--- src/rtl/cw_key_pkg.sv ---
// Shared definitions for the push-button debouncer: FSM state encoding and
// default timing constants for a 27 MHz system clock.
package cw_key_pkg;

   typedef enum logic [2:0] {
      ST_IDLE     = 3'd0,
      ST_DB_PRESS = 3'd1,
      ST_HELD     = 3'd2,
      ST_LONG     = 3'd3,
      ST_DB_REL   = 3'd4
   } cw_key_state_t;

   localparam int CW_DB_10MS_27M = 270_000;
   localparam int CW_LONG_2S_27M = 54_000_000;

endpackage

--- src/rtl/cw_sync2.sv ---
// Two-flop synchronizer for an asynchronous pin, with a configurable value
// loaded by the asynchronous active-high reset.
module cw_sync2 #(
   parameter logic RST_VAL = 1'b0
) (
   input  logic i_Clk,
   input  logic i_Rst,
   input  logic d,
   output logic q
);

   logic meta;

   always_ff @(posedge i_Clk or posedge i_Rst) begin
      if (i_Rst) begin
         meta <= RST_VAL;
         q    <= RST_VAL;
      end else begin
         meta <= d;
         q    <= meta;
      end
   end

endmodule

--- src/rtl/cw_key_debounce.sv ---
// Active-low push-button debouncer producing a clean level, press/release
// pulses and, when CW_LONG_PRESS_EN is defined, a long-press pulse and reset request.
module cw_key_debounce
   import cw_key_pkg::*;
#(
   parameter int DEBOUNCE_CYCLES = CW_DB_10MS_27M,
   parameter int LONG_CYCLES     = CW_LONG_2S_27M
) (
   input  logic i_Clk,
   input  logic i_Rst,
   input  logic i_Key_n,
   output logic o_Level,
   output logic o_Press,
   output logic o_Release,
   output logic o_Long,
   output logic o_Rst_Req
);

   localparam int DB_W = $clog2(DEBOUNCE_CYCLES);
   localparam logic [DB_W-1:0] DB_LAST = DB_W'(DEBOUNCE_CYCLES - 1);

   cw_key_state_t   state, state_nxt;
   logic [DB_W-1:0] db_cnt, db_nxt;
   logic            key_s;
   logic            level_nxt, press_nxt, release_nxt;

   // Inverting ahead of the synchronizer lets a reset value of 0 mean "released".
   cw_sync2 #(.RST_VAL(1'b0)) u_sync (
      .i_Clk (i_Clk),
      .i_Rst (i_Rst),
      .d     (~i_Key_n),
      .q     (key_s)
   );

`ifdef CW_LONG_PRESS_EN
   localparam int LG_W = $clog2(LONG_CYCLES);
   // HELD is entered together with o_Press, so o_Long lands LONG_CYCLES later.
   localparam logic [LG_W-1:0] LG_LAST = LG_W'(LONG_CYCLES - 1);

   logic [LG_W-1:0] lg_cnt, lg_nxt;
   logic            long_f, long_f_nxt;
   logic            long_nxt, rst_req_nxt;
`else
   localparam int unused_long_cycles = LONG_CYCLES;
`endif

   always_comb begin
      state_nxt   = state;
      db_nxt      = db_cnt;
      level_nxt   = o_Level;
      press_nxt   = 1'b0;
      release_nxt = 1'b0;
`ifdef CW_LONG_PRESS_EN
      lg_nxt      = lg_cnt;
      long_f_nxt  = long_f;
      long_nxt    = 1'b0;
      rst_req_nxt = o_Rst_Req;
`endif
      case (state)
         ST_IDLE: begin
            if (key_s) begin
               state_nxt = ST_DB_PRESS;
               db_nxt    = '0;
            end
         end
         ST_DB_PRESS: begin
            if (!key_s) begin
               state_nxt = ST_IDLE;
            end else if (db_cnt == DB_LAST) begin
               state_nxt = ST_HELD;
               level_nxt = 1'b1;
               press_nxt = 1'b1;
`ifdef CW_LONG_PRESS_EN
               lg_nxt    = '0;
`endif
            end else begin
               db_nxt = db_cnt + 1'b1;
            end
         end
         ST_HELD: begin
            if (!key_s) begin
               state_nxt = ST_DB_REL;
               db_nxt    = '0;
`ifdef CW_LONG_PRESS_EN
            end else if (lg_cnt == LG_LAST) begin
               state_nxt   = ST_LONG;
               long_nxt    = 1'b1;
               rst_req_nxt = 1'b1;
               long_f_nxt  = 1'b1;
            end else begin
               lg_nxt = lg_cnt + 1'b1;
`endif
            end
         end
`ifdef CW_LONG_PRESS_EN
         ST_LONG: begin
            if (!key_s) begin
               state_nxt = ST_DB_REL;
               db_nxt    = '0;
            end
         end
`endif
         ST_DB_REL: begin
            if (key_s) begin
`ifdef CW_LONG_PRESS_EN
               state_nxt = long_f ? ST_LONG : ST_HELD;
`else
               state_nxt = ST_HELD;
`endif
            end else if (db_cnt == DB_LAST) begin
               state_nxt   = ST_IDLE;
               level_nxt   = 1'b0;
               release_nxt = 1'b1;
`ifdef CW_LONG_PRESS_EN
               rst_req_nxt = 1'b0;
               long_f_nxt  = 1'b0;
`endif
            end else begin
               db_nxt = db_cnt + 1'b1;
            end
         end
         default: begin
            state_nxt = ST_IDLE;
         end
      endcase
   end

   always_ff @(posedge i_Clk or posedge i_Rst) begin
      if (i_Rst) begin
         state     <= ST_IDLE;
         db_cnt    <= '0;
         o_Level   <= 1'b0;
         o_Press   <= 1'b0;
         o_Release <= 1'b0;
      end else begin
         state     <= state_nxt;
         db_cnt    <= db_nxt;
         o_Level   <= level_nxt;
         o_Press   <= press_nxt;
         o_Release <= release_nxt;
      end
   end

`ifdef CW_LONG_PRESS_EN
   always_ff @(posedge i_Clk or posedge i_Rst) begin
      if (i_Rst) begin
         lg_cnt    <= '0;
         long_f    <= 1'b0;
         o_Long    <= 1'b0;
         o_Rst_Req <= 1'b0;
      end else begin
         lg_cnt    <= lg_nxt;
         long_f    <= long_f_nxt;
         o_Long    <= long_nxt;
         o_Rst_Req <= rst_req_nxt;
      end
   end
`else
   assign o_Long    = 1'b0;
   assign o_Rst_Req = 1'b0;
`endif

endmodule
--- config.mk ---
export PLATFORM = sky130hd
export DESIGN_NAME = cw_key_debounce
export DESIGN_NICKNAME = d
export VERILOG_FILES = /design/src/rtl/cw_key_pkg.sv /design/src/rtl/cw_sync2.sv /design/src/rtl/cw_key_debounce.sv
export SDC_FILE = /design/constraint.sdc
export NUM_CORES = 1
export LEC_CHECK = 0
export BUFFER_PORTS_ARGS = -buffer_cell sky130_fd_sc_hd__buf_2
export CAP_MARGIN = 15
export CORE_AREA = 2 2 66 50
export CTS_CLUSTER_DIAMETER = 50
export DETAILED_ROUTE_END_ITERATION = 6
export DIE_AREA = 0 0 68 52
export PLACE_DENSITY = 0.77
export SETUP_SLACK_MARGIN = 0.1
export SYNTH_ARGS = -nofsm -noshare
export SYNTH_HDL_FRONTEND = slang
export SYNTH_SLANG_ARGS = --single-unit
--- constraint.sdc ---
create_clock -name i_Clk -period 2.3 [get_ports i_Clk]
set_clock_uncertainty 0.2 [all_clocks]
set_input_delay 0.46 -clock i_Clk [delete_from_list [all_inputs] [get_ports i_Clk]]
set_output_delay 0.46 -clock i_Clk [all_outputs]
set_load 0.01 [all_outputs]
Word-level counts from Yosys, hierarchy flattened
Cells that the tools add are included.

$add $sub $neg: 1. Equality and inequality tests: 12. Multiplexer cells: 23. Bitwise logic cells: 1. Reductions and logical operators: 6.

Operators with widths (number): two-way mux 19 bit (5); one-hot mux 19 bit (4 select lines) (1); adder 19 x 1 -> 19 bit (second input constant) (1); == test 19 bit (second input constant) (1); two-way mux 3 bit (6); one-hot mux 3 bit (4 select lines) (1); AND reduction 5 bit (2); two-way mux 1 bit (9); != test 2 bit (second input constant) (4); != test 2 x 1 -> 1 bit (second input constant) (2); AND reduction 4 bit (1); nonzero test 4 bit (1); == test 3 x 1 -> 1 bit (second input constant) (1); == test 3 x 2 -> 1 bit (second input constant) (1); == test 3 bit (second input constant) (1); logical NOT 3 bit (1); != test 3 x 2 -> 1 bit (second input constant) (1); != test 3 bit (second input constant) (1); one-hot mux 1 bit (2 select lines) (1); nonzero test 2 bit (1); NOT 1 bit (1).

Register bits: 27. Bits of input ports: 3. Output and inout port bits: 5. Logic and storage cells: 50.

Depth between registers and ports, before layout
Gate-level depths: netlist (run 1).

Word-level depth: 4. Gate-level depth with buffers: 7. Depth with buffers taken out: 6.

Modules after synthesis
From an unflattened synthesis (run 1), not the netlist that was laid out.

Cells, all modules: 171. Area total of the unflattened synthesis: 1582.8 µm².

Modules (own cells, without submodules): cw_key_debounce (times used 1, cells an instance 168, area each 1529.0 µm², seq. area each 625.6 µm²); cw_sync2 (times used 1, cells an instance 3, area each 53.8 µm², seq. area each 50.0 µm²).

Worst setup path after synthesis (run 1)
OpenSTA, ideal clock, no wires.

Kind: register to register. Start: register db_cnt[0]. End: register db_cnt[18]. Library setup time: 135 ps. Arrival time: 1713 ps. Required time: 1965 ps. Path slack: 253 ps. Stages on the path, launching flop included: 7. Buffers on the path: 0. Clock period less this slack: 2047 ps. Path through: dfrtp_1 > ha_1 > nand3_1 > nor4_1 > a31oi_1 > o21ai_0 > o31ai_1.

Word-level cells in the longest chain between the ends: 4. Elaborated cells on any way between the ends: 6. Those cells by class: add/sub (1); eq/ne (1); mux (4).

Ends and longest elaborated chain: start: declaration (line cw_key_debounce.sv:23) `logic [DB_W-1:0] db_cnt, db_nxt;`; start signal: assignment (line cw_key_debounce.sv:137) `db_cnt <= db_nxt;`; adder 19 x 1 -> 19 bit / == test 19 bit (equally long branches); two-way mux 19 bit (*) (line cw_key_debounce.sv:69, cw_key_debounce.sv:110); two-way mux 19 bit, on equally long branches (line cw_key_debounce.sv:104, cw_key_debounce.sv:67); one-hot mux 19 bit (4 select lines) (*) (line cw_key_debounce.sv:59) `case (state)`.

Mark *: on every way between the ends. The rest lies on a longest branch, timed or not. The select of a mux whose other input is x is not followed. A chain may end at the register's enable or synchronous reset.

Worst setup path after layout (run 1)
Start: register u_sync.q. End: register db_cnt[13].

Word-level cells in the longest chain between the ends: 2. Elaborated cells on any way between the ends: 5. Those cells by class: eq/ne (4); reduce/logical (1).

Ends and longest elaborated chain: start: declaration (line cw_sync2.sv:9) `output logic q`; start signal: assignment (line cw_sync2.sv:20) `q <= meta;`; != test 2 x 1 -> 1 bit (no source line) / != test 2 bit (equally long branches); AND reduction 5 bit (no source line) (*).

Mark *: on every way between the ends. The rest lies on a longest branch, timed or not.

==> metrics, run 1 <==
outcome=finished with violations; failing checks=DRC; pin count of the biggest net entering global routing=28; CP Data Required Time=2.28 ns; f_max=0.467 GHz; Critical Path AT=2.12 ns; critical-path maximum fanout=9; FF-to-FF path depth=5; Placer Congestion=0.848; Unique masters post-synth=40; clock tree from TritonCTS=yes; Clk pin slew, worst setup/hold paths=0.09 ns; CP endpoint kind=flop; CORE AREA=2940 sq um; Antenna Violating Nets Remaining=0; register area share after synthesis=44.4%; Final #Nets=184; Routed WL per cell=16.3 um; Post-DP HPWL=2.32 mm; reg2reg end=db_cnt[13]; grt met2 use=29.9%; HP Class=in -> async; clk_lat worst skew=0.27 ns; layout cell share with drive strength beyond 1=17.9%; max incr delay on CP=0.56 ns; share of the synthesized area in the top cell type=44.4%; crit-path most repeated cell=o31ai_4; # DRC=1; synthesized instance count=166; max_cap viols=0; ys async rst share=100%; Worst R2R Setup Slack=0.16 ns; final cycle utilization of the critical path=93.1%; Post-Route WL=3.54 mm; # rows=17; number of CTS-inserted buffers=3; H-tree levels=1; Synth area leader=dfrtp_1; diodes inserted=0; GRT Residual Overflow=0; Slew Limit Fails=0; power density over cell area=495 nW/um^2; final hold vios=0; Final setup viols=0; M3 GR Usage=3.90%; post-synthesis cell area=1520 sq um; CTS root buf=clkbuf_8; clk sinks=27; Ys Warns=0; die height=52 um; die area=3540 sq um; Post-synth EDFFs=0; vias after detailed routing=1364; Die Wd=68 um; RSZ-0062 raised after global routing=yes; first-pass GRT wire length=5.59 mm; kind of critical path=reg -> reg; clock buffer depth=2; CTS Hold Bufs=0; IO Count=8; Max VDD drop=0.000331 V; CP max stage cell=or4b_4; Synth-to-Final Area Change=12.2%; PortBufs=5; initial antenna violation count=0; GRT Overall Usage=21.1%; delay-heaviest family, CP=compound AO/OA/AOI/OAI gates; fin crit period=2.14 ns; r2r startpoint=u_sync.q; crit-path cells=or4b_4, o31ai_4, o31ai_4, buf_4, o31ai_1; met1 usage=31.7%; vias in the first global route=1180; Vias/cell=6.29; startpoint types=flop; Leak=0.000719 uW; syn avg cell area=9.17 sq um; DRT Pass-1 Iters=7; initial DRC count=182; PnR Total Power=846 uW; Most Crowded Layer GR=met1; Fin Setup TNS=0 ns; Worst Path Buf+Inv=1; synth top area cells=dfrtp_1 44%, nor2_1 5.2%, a21oi_1 3.9%; most used flip-flop cell after synthesis=dfrtp_1; FF+latch count, synth=27; starting density of the core=51.9%
-- cell usage in the layout, fill, tap and decap left out, drive strengths merged, types with 2 or more instances in the layout --
cell	synthesis	layout
a31oi	4	4
o21ai	21	21
conb	1	2
o41ai	2	2
nor2	21	21
inv	5	5
and3	2	2
nor4	3	3
buf	7	16
dfrtp	27	27
a21oi	12	12
nand4	5	5
and4	2	2
clkbuf	1	4
and4bb	3	3
or3	3	3
nand3	12	12
o31ai	9	9
nand2	12	12
-- how the worst max path moves through the flow --
stage                          from         end  cells after the start
final                      u_sync.q  db_cnt[13]                      5
after global routing      db_cnt[0]  db_cnt[14]                      7
after CTS                  state[1]   db_cnt[9]                      6
after detailed placement  db_cnt[0]   db_cnt[3]                      6
after global placement     state[1]   db_cnt[3]                      5
after floorplan           db_cnt[0]  db_cnt[18]                      6
-- cell type report --
class                   instances  area [sq um]
fillers                       245          1230
multi-input cells             127           811
flip-flops and latches         27           678
repair buffers                 16           108
well taps                      38          47.5
clock buffers                   4          45.0
inverters                       5          18.8
-- cells in the mapped netlist (all sizes together), types with 2 or more instances --
library cell	instances
a21oi	12
o31ai	9
nand4	5
and4bb	3
dfrtp	27
or3	3
inv	5
o41ai	2
nand3	12
a31oi	4
o21ai	21
and3	2
buf	7
nand2	12
and4	2
nor4	3
nor2	21
-- state kept, by name, indices dropped and copies added (netlist names) --
register,cells
o_Level,1
db_cnt,19
u_sync.meta,1
o_Release,1
o_Press,1
state,3
u_sync.q,1
-- per-layer routing --
layer / vias up / wire length [um]
met2: 61 / 1570
met1: 654 / 1710
met4: 0 / 36
met3: 8 / 227
li1: 641 / -
met5: - / 0
-- cells by family after synthesis --
group | Yosys count | share of synthesized area, %
and+or+nand+nor | 70 | 24.9
buffers and inverters | 13 | 4.52
other | 1 | 0.246
AOI/OAI and AO/OA | 52 | 23.9
xor gates and xnor gates | 1 | 0.575
adders and majority gates | 1 | 0.822
DFF | 27 | 44.4
muxes | 1 | 0.657
-- worst reg2reg max path: cells and delay by family, from the launching register on --
kind / cells / cell delay (ns)
DFF: 1 / 0.49
AOI/OAI and AO/OA: 3 / 0.61
buffers and inverters: 1 / 0.19
and+or+nand+nor: 1 / 0.56
-- through the flow --
| step | hold WS, ns | area, sq um | utilization [%] | cells | setup WS (ns) |
|---|---|---|---|---|---|
| floorplan | 0.131 | 1530 | - | 167 | 0.253 |
| global placement | 0.147 | 1610 | 54.8 | 210 | 0.165 |
| detailed placement | 0.138 | 1610 | 54.8 | 210 | 0.109 |
| CTS | 0.0299 | 1660 | 56.6 | 215 | 0.106 |
| global route | 0.0785 | 1710 | 58.2 | 217 | 0.0215 |
| finish | 0.0241 | 1710 | 58.2 | 217 | 0.159 |
-- timing repair --
action	in CTS	in global routing
setup buffers	1	2
gates resized for setup	0	6
hold endpoints to repair	0	0
endpoints found under the setup margin	2	15
-- power breakdown --
part	total [uW]	switching, uW	internal, uW
Sequential	500	15.3	485
Combinational	70.6	45.1	25.5
Clock	275	151	124
Total	846	211	635
No activity file was read; power rests on OpenSTA's default activity.
==> run 2: changes to the inputs <==
--- a/config.mk
+++ b/config.mk
@@ -7,11 +7,12 @@
 export LEC_CHECK = 0
 export BUFFER_PORTS_ARGS = -buffer_cell sky130_fd_sc_hd__buf_2
 export CAP_MARGIN = 15
-export CORE_AREA = 2 2 66 50
+export CORE_AREA = 2 2 56 58
 export CTS_CLUSTER_DIAMETER = 50
 export DETAILED_ROUTE_END_ITERATION = 6
-export DIE_AREA = 0 0 68 52
-export PLACE_DENSITY = 0.77
+export DIE_AREA = 0 0 58 60
+export PLACE_DENSITY = 0.78
+export REMOVE_ABC_BUFFERS = 1
 export SETUP_SLACK_MARGIN = 0.1
 export SYNTH_ARGS = -nofsm -noshare
 export SYNTH_HDL_FRONTEND = slang
==> constraint.sdc (replaced) <==
create_clock -name i_Clk -period 2 [get_ports i_Clk]
set_clock_uncertainty 0.2 [all_clocks]
set_input_delay 0.4 -clock i_Clk [delete_from_list [all_inputs] [get_ports i_Clk]]
set_output_delay 0.4 -clock i_Clk [all_outputs]
set_load 0.01 [all_outputs]
==> run 2 against run 1 <==
  * The run ends with setup timing left
  * Critical path type unchanged
  * Power increased by 11%
  * Sequential cell count unchanged
  * Utilization increased by 13 points
  * Global-route usage increased by 3.2 points
  * Die area decreased by 1.6%
  * Via count increased by 15%
  * First-iteration DRC count decreased by 51%
  * Sequential power increased by 13%
==> metrics, run 2 (synthesis gave the netlist of run 1 again) <==
outcome=finished with violations; failing checks=setup timing; Final #Nets=217; r2r startpoint=db_cnt[4]; f_max=0.474 GHz; starting density of the core=52.5%; clock tree from TritonCTS=yes; # DRC=0; relative slew slack=64.5%; final instance area=2060 sq um; layout cell share with drive strength beyond 1=35.8%; DRT Pass-1 Iters=5; Die Wd=58 um; clock buffer depth=2; # rows=20; Slew @ Worst Pin=0.533 ns; CP Data Required Time=2.02 ns; P_sw=250 uW; most common cell after layout, fill and taps aside=buf_4; H-tree levels=1; GRT Overall Usage=24.4%; power density over cell area=456 nW/um^2; Critical Path AT=2.13 ns; CP max stage cell=nor4_4; PnR worst setup slack=-0.108 ns; final cycle utilization of the critical path=105%; reg2reg end=db_cnt[18]; worst setup path endpoint=db_cnt[18]; Worst Setup SP=db_cnt[4]; Fin Setup TNS=-0.232 ns; most frequent cells in the layout=37 x buf_4, 27 x dfrtp_1, 18 x nor2_1; Antenna Violating Nets Remaining=0; Worst R2R Setup Slack=-0.11 ns; P_int=692 uW; RSZ-0062 raised after global routing=yes; Top reg by flops=db_cnt; HP Class=reg -> reg; sequential share of power=60.2%; initial DRC count=89; Post-Route WL=4.70 mm; Layout fillers=183; crit-path cells=buf_6, nand4_1, nor4_4, buf_4, nand3_1, o31ai_1; CP endpoint kind=flop; Largest register FFs=19; CORE AREA=2900 sq um; Logic pwr share=14.0%; diodes inserted=0; final hold vios=0; IO Count=8; clk sinks=27; clk_lat worst skew=0.33 ns; fin cells=245; Post-Place Cells=230; CTS root buf=clkbuf_4; PnR Total Power=941 uW; Clk pin slew, worst setup/hold paths=0.15 ns; Post-DP HPWL=2.60 mm; FF-to-FF path depth=6; Placer Congestion=0.857; pin count of the biggest net entering global routing=16; kind of critical path=reg -> reg; Max VDD drop=0.000383 V; Final setup viols=4; PortBufs=5; Largest regs=db_cnt (19), state (3); placed instance area=1800 sq um; startpoint types=flop; Switching Fraction=26.5%; die height=60 um; Slew Limit Fails=0; Synth-to-Final Area Change=35.6%; Leak=0.000950 uW; number of CTS-inserted buffers=3; die area=3480 sq um; share of power burned in the clock network=25.8%; critical-path maximum fanout=4; vias in the first global route=1329; first-pass GRT wire length=6.27 mm; Vias/cell=6.40; vias after detailed routing=1569; fin crit period=2.11 ns; GRT Residual Overflow=0; initial antenna violation count=0; Routed WL per cell=19.2 um; min-delay src=u_sync.meta; max incr delay on CP=0.42 ns; max_cap viols=0
run 2: changes by cell type in the layout (fill, tap and decap cells not counted), sizes merged:
cell / delta
buf: +31
dlygate4sd3: +2
run 2: area by class of cell:
cell class              instances  area, sq um  share of cell area, %
clock buffers                   4         26.3                   1.27
inverters                       5         18.8                  0.909
multi-input cells             127          915                   44.3
flip-flops and latches         27          676                   32.7
well taps                      33         41.3                   2.00
repair buffers                 49          388                   18.8
run 2: worst max-delay path: cells and delay by family, from the launching register on:
kind | cells | cell delay (ns)
buffers and inverters | 2 | 0.30
AO/OA/AOI/OAI | 1 | 0.29
flip-flops | 1 | 0.39
AND/OR/NAND/NOR | 3 | 0.81
run 2: metal layers:
layer / share of wire [%] / global-route usage, %
met5: 0 / 0
met4: 5.1 / 13.3
met3: 6.5 / 2.81
met2: 50 / 39.1
met1: 39 / 32.3
run 2: worst min path at each step:
stage | end | slack [ns] | cells after the start
finish | u_sync.q | 0.17 | 0
global route | u_sync.q | 0.17 | 0
CTS | u_sync.q | 0.17 | 0
detailed placement | u_sync.q | 0.14 | 0
global placement | u_sync.q | 0.14 | 0
floorplan | u_sync.q | 0.13 | 0
run 2: per-stage QoR:
step / hold WS, ns / utilization [%] / setup WS [ns]
CTS: 0.172 / 66.1 / 0.0546
finish: 0.169 / 71.1 / -0.108
detailed placement: 0.139 / 62.1 / 0.0101
global placement: 0.142 / 62.1 / 0.0560
floorplan: 0.131 / - / -0.119
global route: 0.174 / 71.1 / -0.203
run 2: what timing repair did:
item                                    in CTS  in global routing
hold endpoints to repair                    13                  0
gates resized for setup                     12                 23
hold buffers                                 2                  0
endpoints found under the setup margin      17                 23
pin swaps                                    3                  9
buffers inserted                             2                  7
run 2: power groups by stage:
stage / sequential (uW) / clock, uW / combinational [uW]
3_3_place_gp: 575 / 0 / 111
5_1_grt: 568 / 260 / 143
3_5_place_dp: 575 / 0 / 116
4_1_cts: 565 / 247 / 126
2_1_floorplan: 582 / 0 / 51.3
6_report: 566 / 243 / 132
==> run 3: changes to the inputs <==
--- a/config.mk
+++ b/config.mk
@@ -5,13 +5,13 @@
 export SDC_FILE = /design/constraint.sdc
 export NUM_CORES = 1
 export LEC_CHECK = 0
-export BUFFER_PORTS_ARGS = -buffer_cell sky130_fd_sc_hd__buf_2
 export CAP_MARGIN = 15
 export CORE_AREA = 2 2 56 58
 export CTS_CLUSTER_DIAMETER = 50
 export DETAILED_ROUTE_END_ITERATION = 6
 export DIE_AREA = 0 0 58 60
-export PLACE_DENSITY = 0.78
+export DONT_BUFFER_PORTS = 1
+export PLACE_DENSITY = 0.75
 export REMOVE_ABC_BUFFERS = 1
 export SETUP_SLACK_MARGIN = 0.1
 export SYNTH_ARGS = -nofsm -noshare
==> run 3 against run 2 <==
  * The flow still finishes with violations (setup timing)
  * First-iteration DRC count increased by 57%
  * Via count grew 3.6%
  * Sequential share of layout area is 1.7 points lower
  * Utilization increased by 4.3 points
  * Cell area is 6.0% higher
  * Critical endpoint is now db_cnt[12]
  * Fmax increased by 1.6%
  * Sequential power is 2% higher
  * Register-to-register slack improved by 0.03 ns
==> metrics, run 3 (synthesis gave the netlist of run 1 again) <==
outcome=finished with violations; failing checks=setup timing; Switching Fraction=27.4%; PortBufs=0; # rows=20; relative slew slack=61.8%; max_cap viols=0; Top reg by flops=db_cnt; first-pass GRT wire length=6.53 mm; fin cells=246; Largest register FFs=19; r2r startpoint=state[1]; kind of critical path=reg -> reg; final cycle utilization of the critical path=104%; CTS root buf=clkbuf_4; clk sinks=27; sink of the worst hold path=u_sync.q; f_max=0.482 GHz; GRT Residual Overflow=0; HP Class=reg -> reg; Slew @ Worst Pin=0.572 ns; share of power burned in the clock network=25.7%; Post-Place Cells=222; P_sw=262 uW; hold depth=0; Slew Limit Fails=0; Antenna Violating Nets Remaining=0; initial antenna violation count=0; Final setup viols=7; layout cell share with drive strength beyond 1=41.8%; most common cell after layout, fill and taps aside=buf_4; Post-DP HPWL=2.65 mm; RSZ-0062 raised after global routing=yes; clk_lat worst skew=0.34 ns; die height=60 um; H-tree levels=1; Critical Path AT=2.11 ns; CORE AREA=2900 sq um; clock tree from TritonCTS=yes; Routed WL per cell=19.8 um; DRT Pass-1 Iters=4; P_int=695 uW; # DRC=0; starting density of the core=52.5%; GRT Overall Usage=24.9%; FF-to-FF path depth=5; Max VDD drop=0.000626 V; reg2reg end=db_cnt[12]; Leak=0.000953 uW; pin count of the biggest net entering global routing=16; Logic pwr share=14.2%; final hold vios=0; min-delay src=u_sync.meta; Placer Congestion=0.865; die area=3480 sq um; Post-Route WL=4.88 mm; Vias/cell=6.61; PnR Total Power=957 uW; critical-path maximum fanout=7; Final #Nets=218; Layout fillers=149; CP Data Required Time=2.04 ns; fin crit period=2.07 ns; most frequent cells in the layout=39 x buf_4, 25 x dfrtp_1, 20 x nor2_1; vias in the first global route=1462; hold slack=0.176 ns; diodes inserted=0; CP endpoint kind=flop; vias after detailed routing=1625; sequential share of power=60.0%; Largest regs=db_cnt (19), state (3); Synth-to-Final Area Change=43.7%; Clk pin slew, worst setup/hold paths=0.14 ns; number of CTS-inserted buffers=3; IO Count=8; Die Wd=58 um; initial DRC count=140; power density over cell area=437 nW/um^2; DP Worst Slack=-0.0682 ns; Worst R2R Setup Slack=-0.07 ns; startpoint types=flop; PnR worst setup slack=-0.0743 ns; clock buffer depth=2
[run 3: cell types whose count changed in the layout (fill, tap and decap cells not counted), sizes merged]
| cell | delta |
|---|---|
| buf | +1 |
[run 3: how the worst max path moves through the flow]
stage / start / to / slack (ns)
global route: state[1] / db_cnt[18] / -0.14
floorplan: db_cnt[8] / db_cnt[18] / -0.12
finish: state[1] / db_cnt[12] / -0.07
detailed placement: db_cnt[0] / db_cnt[18] / -0.07
global placement: db_cnt[0] / db_cnt[18] / 0.06
CTS: state[0] / db_cnt[18] / 0.06
[run 3: final cells by class]
type                       count  area [sq um]  area share (%)
multi-input combinational    127           998            45.6
inverter                       5          21.3           0.972
clock buffer                   4          26.3            1.20
timing repair buffer          50           423            19.3
sequential                    27           678            31.0
tap                           33          41.3            1.89
[run 3: worst max-delay path, cell delays in order (launching register included)]
cell and delay, ns:
dfrtp_1 0.43, or4b_4 0.60, o31ai_4 0.11, buf_4 0.22
nand3_1 0.13, o31ai_1 0.29
[run 3: what timing repair did]
action                                 4_1_cts  5_1_grt
endpoints found under the hold margin       14        0
pin swaps                                    7       21
setup endpoints to repair                   20       22
gates cloned                                 1        0
buffers inserted                             8        9
resized for setup                           21       35
hold buffers                                 2        0
[run 3: power groups by stage]
stage	sequential [uW]	clock, uW	combinational (uW)
floorplan	582	0	51.3
global placement	578	0	97.5
detailed placement	580	0	101
CTS	571	242	115
global route	576	274	145
finish	575	246	136
[run 3: metrics by stage]
step / utilization, % / TNS (ns) / instance area, sq um
after floorplan: - / -1.03 / 1480
after global placement: 60.5 / 0 / 1760
after global routing: 75.4 / -1.05 / 2190
after detailed placement: 60.5 / -0.0682 / 1760
after CTS: 66.9 / 0 / 1940
final: 75.4 / -0.257 / 2190
[run 3: metal layers]
layer	global-route usage [%]	part of all wire (%)	vias up
met4	8.64	3.6	0
met2	43.8	50	86
met3	3.25	5.5	24
li1	-	-	712
met5	0	0	-
met1	31.6	41	803
